$ cat config.mk
export PLATFORM = sky130hd
export DESIGN_NAME = uart_fb_loader_flat
export DESIGN_NICKNAME = d
export VERILOG_FILES = /design/src/rtl/uart_fb_loader_if.sv /design/src/rtl/uart_fb_loader.sv /design/src/flat_wrapper.sv
export SDC_FILE = /design/constraint.sdc
export NUM_CORES = 1
export LEC_CHECK = 0
export CORE_ASPECT_RATIO = 0.75
export CORE_MARGIN = 5
export CORE_UTILIZATION = 55
export DETAILED_ROUTE_END_ITERATION = 8
export DONT_BUFFER_PORTS = 1
export GPL_TIMING_DRIVEN = 0
export PLACE_DENSITY = 0.7
export SYNTH_ARGS = -nofsm -noshare
export SYNTH_HDL_FRONTEND = slang
export SYNTH_SLANG_ARGS = --single-unit
$ cat constraint.sdc
create_clock -name clk -period 1.7 [get_ports clk]
set_input_delay 0.34 -clock clk [delete_from_list [all_inputs] [get_ports clk]]
set_output_delay 0.34 -clock clk [all_outputs]
set_load 0.02 [all_outputs]
$ cat src/rtl/uart_fb_loader_if.sv
// Frame-buffer row write port between uart_fb_loader and the frame buffer.
//   fb_we      : one-cycle row write strobe
//   fb_addr    : row index of the current write
//   fb_wdata   : row pixel data, bit0 = column 0
//   frame_done : one-cycle pulse alongside the write of the last row
// master = loader side (drives), slave = frame buffer side (receives).
interface uart_fb_loader_if;
  logic       fb_we;
  logic [2:0] fb_addr;
  logic [7:0] fb_wdata;
  logic       frame_done;

  modport master (output fb_we, output fb_addr, output fb_wdata, output frame_done);
  modport slave  (input  fb_we, input  fb_addr, input  fb_wdata, input  frame_done);
endinterface

$ cat src/rtl/uart_fb_loader.sv
// uart_fb_loader: recovers 8N1 bytes from the host UART line and converts
// them into frame-buffer row writes.
//   clk         : system clock, rising edge
//   reset       : asynchronous, active-low
//   uart_data   : UART RX line, idle high, asynchronous to clk
//   fb          : row write port (master side of uart_fb_loader_if)
//   framing_err : one-cycle pulse when a stop bit is sampled low
// Byte stream: a header 8'b11110_rrr selects the start row, each following
// data byte fills one row, and the frame ends after row ROWS-1.
module uart_fb_loader #(
  parameter int CLKS_PER_BIT = 20,
  parameter int ROWS         = 8
) (
  input  logic              clk,
  input  logic              reset,
  input  logic              uart_data,
  uart_fb_loader_if.master  fb,
  output logic              framing_err
);

  localparam int CW = $clog2(CLKS_PER_BIT);
  localparam logic [CW-1:0] CNT_MID  = CW'(CLKS_PER_BIT / 2 - 1);
  localparam logic [CW-1:0] CNT_END  = CW'(CLKS_PER_BIT - 1);
  localparam logic [2:0]    LAST_ROW = 3'(ROWS - 1);

  localparam logic [2:0] RX_IDLE  = 3'd0;
  localparam logic [2:0] RX_START = 3'd1;
  localparam logic [2:0] RX_DATA  = 3'd2;
  localparam logic [2:0] RX_STOP  = 3'd3;
  localparam logic [2:0] RX_BREAK = 3'd4;

  localparam logic P_HUNT = 1'b0;
  localparam logic P_LOAD = 1'b1;

  logic          s1_reg, s2_reg;
  logic [2:0]    rx_state_reg;
  logic [CW-1:0] cnt_reg;
  logic [2:0]    bit_idx_reg;
  logic [7:0]    shift_reg;
  logic [7:0]    rx_byte_reg;
  logic          rx_valid_reg;
  logic          framing_err_reg;

  logic          p_state_reg;
  logic [2:0]    row_reg;
  logic [2:0]    addr_reg;
  logic [7:0]    wdata_reg;
  logic          we_reg;
  logic          frame_done_reg;

  logic          is_hdr;
  logic          hdr_ok;

  // ---------------- receiver ----------------
  always_ff @(posedge clk or negedge reset) begin
    if (!reset) begin
      s1_reg          <= 1'b1;
      s2_reg          <= 1'b1;
      rx_state_reg    <= RX_IDLE;
      cnt_reg         <= '0;
      bit_idx_reg     <= 3'd0;
      shift_reg       <= 8'd0;
      rx_byte_reg     <= 8'd0;
      rx_valid_reg    <= 1'b0;
      framing_err_reg <= 1'b0;
    end else begin
      s1_reg          <= uart_data;
      s2_reg          <= s1_reg;
      rx_valid_reg    <= 1'b0;
      framing_err_reg <= 1'b0;
      case (rx_state_reg)
        RX_IDLE: begin
          if (!s2_reg) begin
            rx_state_reg <= RX_START;
            cnt_reg      <= '0;
          end
        end
        RX_START: begin
          // Re-check the line at the middle of the start bit so short
          // low glitches fall back to idle silently.
          if (cnt_reg == CNT_MID) begin
            cnt_reg     <= '0;
            bit_idx_reg <= 3'd0;
            rx_state_reg <= s2_reg ? RX_IDLE : RX_DATA;
          end else begin
            cnt_reg <= cnt_reg + 1'b1;
          end
        end
        RX_DATA: begin
          if (cnt_reg == CNT_END) begin
            cnt_reg   <= '0;
            shift_reg <= {s2_reg, shift_reg[7:1]};  // LSB arrives first
            if (bit_idx_reg == 3'd7) rx_state_reg <= RX_STOP;
            else                     bit_idx_reg  <= bit_idx_reg + 3'd1;
          end else begin
            cnt_reg <= cnt_reg + 1'b1;
          end
        end
        RX_STOP: begin
          if (cnt_reg == CNT_END) begin
            cnt_reg <= '0;
            if (s2_reg) begin
              rx_valid_reg <= 1'b1;
              rx_byte_reg  <= shift_reg;
              rx_state_reg <= RX_IDLE;
            end else begin
              framing_err_reg <= 1'b1;
              rx_state_reg    <= RX_BREAK;
            end
          end else begin
            cnt_reg <= cnt_reg + 1'b1;
          end
        end
        RX_BREAK: begin
          // A line held low reports one error, then waits for idle.
          if (s2_reg) rx_state_reg <= RX_IDLE;
        end
        default: rx_state_reg <= RX_IDLE;
      endcase
    end
  end

  // ---------------- parser ----------------
  assign is_hdr = (rx_byte_reg[7:3] == 5'b11110);
  assign hdr_ok = is_hdr && (int'(rx_byte_reg[2:0]) < ROWS);

  always_ff @(posedge clk or negedge reset) begin
    if (!reset) begin
      p_state_reg    <= P_HUNT;
      row_reg        <= 3'd0;
      addr_reg       <= 3'd0;
      wdata_reg      <= 8'd0;
      we_reg         <= 1'b0;
      frame_done_reg <= 1'b0;
    end else begin
      we_reg         <= 1'b0;
      frame_done_reg <= 1'b0;
      // The visible address trails row_reg by one cycle, so it shows the
      // row being written during fb_we and the advanced row afterwards.
      addr_reg       <= row_reg;
      if (rx_valid_reg) begin
        if (is_hdr) begin
          if (hdr_ok) begin
            row_reg     <= rx_byte_reg[2:0];
            p_state_reg <= P_LOAD;
          end
        end else if (p_state_reg == P_LOAD) begin
          we_reg    <= 1'b1;
          wdata_reg <= rx_byte_reg;
          if (row_reg == LAST_ROW) begin
            frame_done_reg <= 1'b1;
            row_reg        <= 3'd0;
            p_state_reg    <= P_HUNT;
          end else begin
            row_reg <= row_reg + 3'd1;
          end
        end
      end else if (framing_err_reg) begin
        p_state_reg <= P_HUNT;
      end
    end
  end

  assign fb.fb_we      = we_reg;
  assign fb.fb_addr    = addr_reg;
  assign fb.fb_wdata   = wdata_reg;
  assign fb.frame_done = frame_done_reg;
  assign framing_err   = framing_err_reg;

endmodule

$ cat src/flat_wrapper.sv
// flat-port wrapper written by rule: the top's interface ports become plain ports
module uart_fb_loader_flat 
#(
  parameter int CLKS_PER_BIT = 20,
  parameter int ROWS         = 8
)
  (clk, reset, uart_data, framing_err, fb_fb_we, fb_fb_addr, fb_fb_wdata, fb_frame_done);
  uart_fb_loader_if fb_i ();
  input  logic clk;
  input  logic reset;
  input  logic uart_data;
  output logic framing_err;
  output wire logic [$bits(fb_i.fb_we)-1:0] fb_fb_we;
  output wire logic [$bits(fb_i.fb_addr)-1:0] fb_fb_addr;
  output wire logic [$bits(fb_i.fb_wdata)-1:0] fb_fb_wdata;
  output wire logic [$bits(fb_i.frame_done)-1:0] fb_frame_done;
  assign fb_fb_we = fb_i.fb_we;
  assign fb_fb_addr = fb_i.fb_addr;
  assign fb_fb_wdata = fb_i.fb_wdata;
  assign fb_frame_done = fb_i.frame_done;
  uart_fb_loader #(.CLKS_PER_BIT(CLKS_PER_BIT), .ROWS(ROWS)) u_core (.clk(clk), .reset(reset), .uart_data(uart_data), .fb(fb_i), .framing_err(framing_err));
endmodule
==> flow_metrics.env <==
export IMPL_maxCapViolCount=0
export IMPL_cp_required_ns=1.88
export IMPL_synth_edf_count=0
export IMPL_path_buf_inv=1
export IMPL_cp_end_kind="flop"
export IMPL_syn_area_per_cell_sq_um=13.4
export IMPL_dpl_instance_area_sq_mm=0.00212
export IMPL_drtIter0Drc=43
export IMPL_area_growth_pct=17.0
export IMPL_final_core_util_pct=66.1
export IMPL_fin_crit_sh_pct=103
export IMPL_wl_um=3510
export IMPL_synth_main_ff_cell="dfrtp_1"
export IMPL_synth_area_sq_mm=0.00206
export IMPL_synth_most_common_cell="dfrtp_1"
export IMPL_rows=19
export IMPL_clkTransAtPathRegs_ns=0.09
export IMPL_antennaDiodeCount=0
export IMPL_power_leakage_nw=1.19
export IMPL_die_y_um=62.9
export IMPL_synth_top_area_share_pct=56.0
export IMPL_crit_chain="ha_4 > and4bb_2 > nand4b_1 > or2_4 > buf_6 > mux2_4"
export IMPL_cp_data_arrival_time_ns=1.93
export IMPL_rsz0062_at_grt="yes"
export IMPL_core_area_sq_mm=0.00364
export IMPL_ir_drop_mv=0.522
export IMPL_cpPeakStageDelay_ns=0.41
export IMPL_synthTopCellsByCount="dfrtp_1 (46), mux2_2 (16), inv_1 (9)"
export IMPL_clock_latency_ns=0.29
export IMPL_synth_nets=162
export IMPL_path_max_fanout=5
export IMPL_drtAntennaViolNets=0
export IMPL_detail_route_vias_per_cell=5.52
export IMPL_hold_violations=0
export IMPL_grt_max_degree=49
export IMPL_vias=1225
export IMPL_ys_ff_latch=48
export IMPL_crit_path_start_kind="flop"
export IMPL_min_period_ns=1.75
export IMPL_grt_pass1_vias=1270
export IMPL_cp_depth=6
export IMPL_ys_types=33
export IMPL_grt_pass1_wl_um=6000
export IMPL_place_hpwl_um=2370
export IMPL_power_density_mw_per_mm2=900
export IMPL_cts_sink_count=48
export IMPL_antenna_found_initial=0
export IMPL_crit_family="simple AND/OR/NAND/NOR gates"
export IMPL_final_cell_area_sq_mm=0.00240
export IMPL_place_ws_ns=-0.172
export IMPL_asyncSetResetFlopFracSynth_pct=100
export IMPL_pin_count=17
export IMPL_multiInputGateArea_sq_um=875
export IMPL_slew_viol_final=0
export IMPL_ys_seq_area_share_pct=58.6
export IMPL_syn_inst=153
export IMPL_dp_cells=205
export IMPL_htree_levels=2
export IMPL_fin_worst_skew_ns=0.00600
export IMPL_yosys_warnings=0
export IMPL_cts_root_buffer="clkbuf_8"
export IMPL_slowest_stage="dfrtp_1"
export IMPL_die_area_sq_mm=0.00507
export IMPL_nets=178
export IMPL_final_seq_area_sq_mm=0.00120
export IMPL_drive_gt1_share_pct=34.1
export IMPL_routabilityCongestion=0.773
export IMPL_critical_path_class="flop to flop"
export IMPL_worst_pin_slew_ns=0.482
export IMPL_gr_usage_all_layers_pct=15.2
export IMPL_finalSetupViolCount=9
export IMPL_fmax_mhz=572
export IMPL_cts_tree="built"
export IMPL_start_util_pct=56.5
export IMPL_overflow=0
export IMPL_min_delay_path_class="primary input to flop"
export IMPL_reg2regPathDepth=6
export IMPL_fin_ws_ns=-0.0478
export IMPL_drc=0
export IMPL_firstDrtPassIters=4
export IMPL_routedWlPerCell_um=15.8
export IMPL_slew_headroom_pct=67.9
export IMPL_startpoint="u_core.cnt_reg[1]"
export IMPL_power_w=0.00216
export IMPL_fp_dieW_um=80.6
export IMPL_violations="setup timing"
export IMPL_stdcell_count=222
export IMPL_synthTopCellsByArea="dfrtp_1 (56%), mux2_2 (8.8%), mux2_4 (5.8%), ha_1 (3.7%), dfstp_2 (2.6%)"
export IMPL_numCtsBuffers=5
export IMPL_clockBufferDepth=2
export IMPL_whs_path_depth=0
export IMPL_port_buffers=0
export IMPL_status="finished with violations"
export IMPL_worstHoldStart="uart_data"
export IMPL_synth_top_area_cell="dfrtp_1"
export IMPL_fillers=262
export IMPL_timing_rr_start="u_core.cnt_reg[1]"
## layout make-up
cell class / instances / area share (%)
well taps: 52 / 2.71
inverters: 9 / 1.40
flip-flops and latches: 48 / 50.1
multi-input cells: 93 / 36.4
clock buffers: 5 / 2.86
clock inverters: 3 / 1.77
plain buffers: 3 / 0.780
repair buffers: 9 / 4.06
## worst register-to-register path: cells and delay by family, from the launching register on
kind                       cells  cell delay [ns]
and+or+nand+nor                3             0.63
DFF                            1             0.41
muxes                          1             0.29
adders and majority gates      1             0.16
buffers and inverters          1             0.14
## path summary, 6_finish.rpt
kind                            slack (ns)                    end
worst max-delay path                 -0.05  u_core.rx_byte_reg[2]
max in group asynchronous             0.87          u_core.s2_reg
min in group asynchronous             0.56      u_core.cnt_reg[4]
worst max register to register       -0.05  u_core.rx_byte_reg[2]
worst min-delay path                  0.03          u_core.s1_reg
worst min register to register        0.36          u_core.s2_reg
## cells in the final DEF (no fill, tap or decap), drive strengths merged
cell type	synthesis	final
a2bb2oi	4	4
buf	1	9
dfrtp	46	46
o32ai	1	1
nor3	2	2
nand4b	1	1
nand4bb	1	1
and3	2	2
o21ai	3	3
inv	9	9
o22ai	3	3
nor2b	3	3
or3	2	2
a22o	4	4
o2bb2ai	1	1
mux2i	5	5
nand2b	3	3
nand3	1	1
o31ai	1	1
nand2	8	8
a21oi	4	4
bufinv	0	1
nor2	7	7
dlygate4sd3	0	1
clkinv	0	1
and4bb	2	2
clkbuf	2	7
mux2	25	25
ha	6	6
or2	3	3
clkinvlp	0	1
o21a	1	1
dfstp	2	2
## what timing repair did
action	4_1_cts	5_1_grt
pin swaps	6	4
endpoints found under the setup margin	13	26
buffers inserted	4	2
gates resized for setup	10	7
hold endpoints to repair	48	0
cloned	1	0
hold buffers	2	0
## where the power goes
part	leakage (nW)	total (W)	internal, W	switching, W
Clock	0.0541	0.000802	0.000435	0.000367
Sequential	0.657	0.00122	0.00117	0.0000432
Combinational	0.474	0.000145	0.0000730	0.0000721
## metrics by stage
step,hold WS [ns],setup TNS (ns)
final,0.0306,-0.343
after global routing,0.00786,-1.27
after CTS,0.0202,-0.422
after detailed placement,0.0459,-1.51
after global placement,0.0456,-1.09
after floorplan,0.0444,-0.237
## cells by family (layout without fill, tap and decap cells)
family          Yosys count  count (layout)  synth area share [%]
compound gates           22              22                  7.79
fa+ha+maj                 6               6                  3.65
buf+inv                  12              29                  2.56
flops                    48              48                  58.6
mux                      30              30                  17.6
simple gates             35              35                  9.86
## per-layer routing
| layer | track usage (%) | vias up | wire, um |
|---|---|---|---|
| li1 | - | 572 | - |
| met1 | 21.3 | 629 | 1720 |
| met2 | 23.0 | 20 | 1600 |
| met3 | 4.76 | 4 | 160 |
| met4 | 3.80 | 0 | 29 |
| met5 | 0 | - | 0 |
Note: power is estimated with default switching activity, not from simulation.
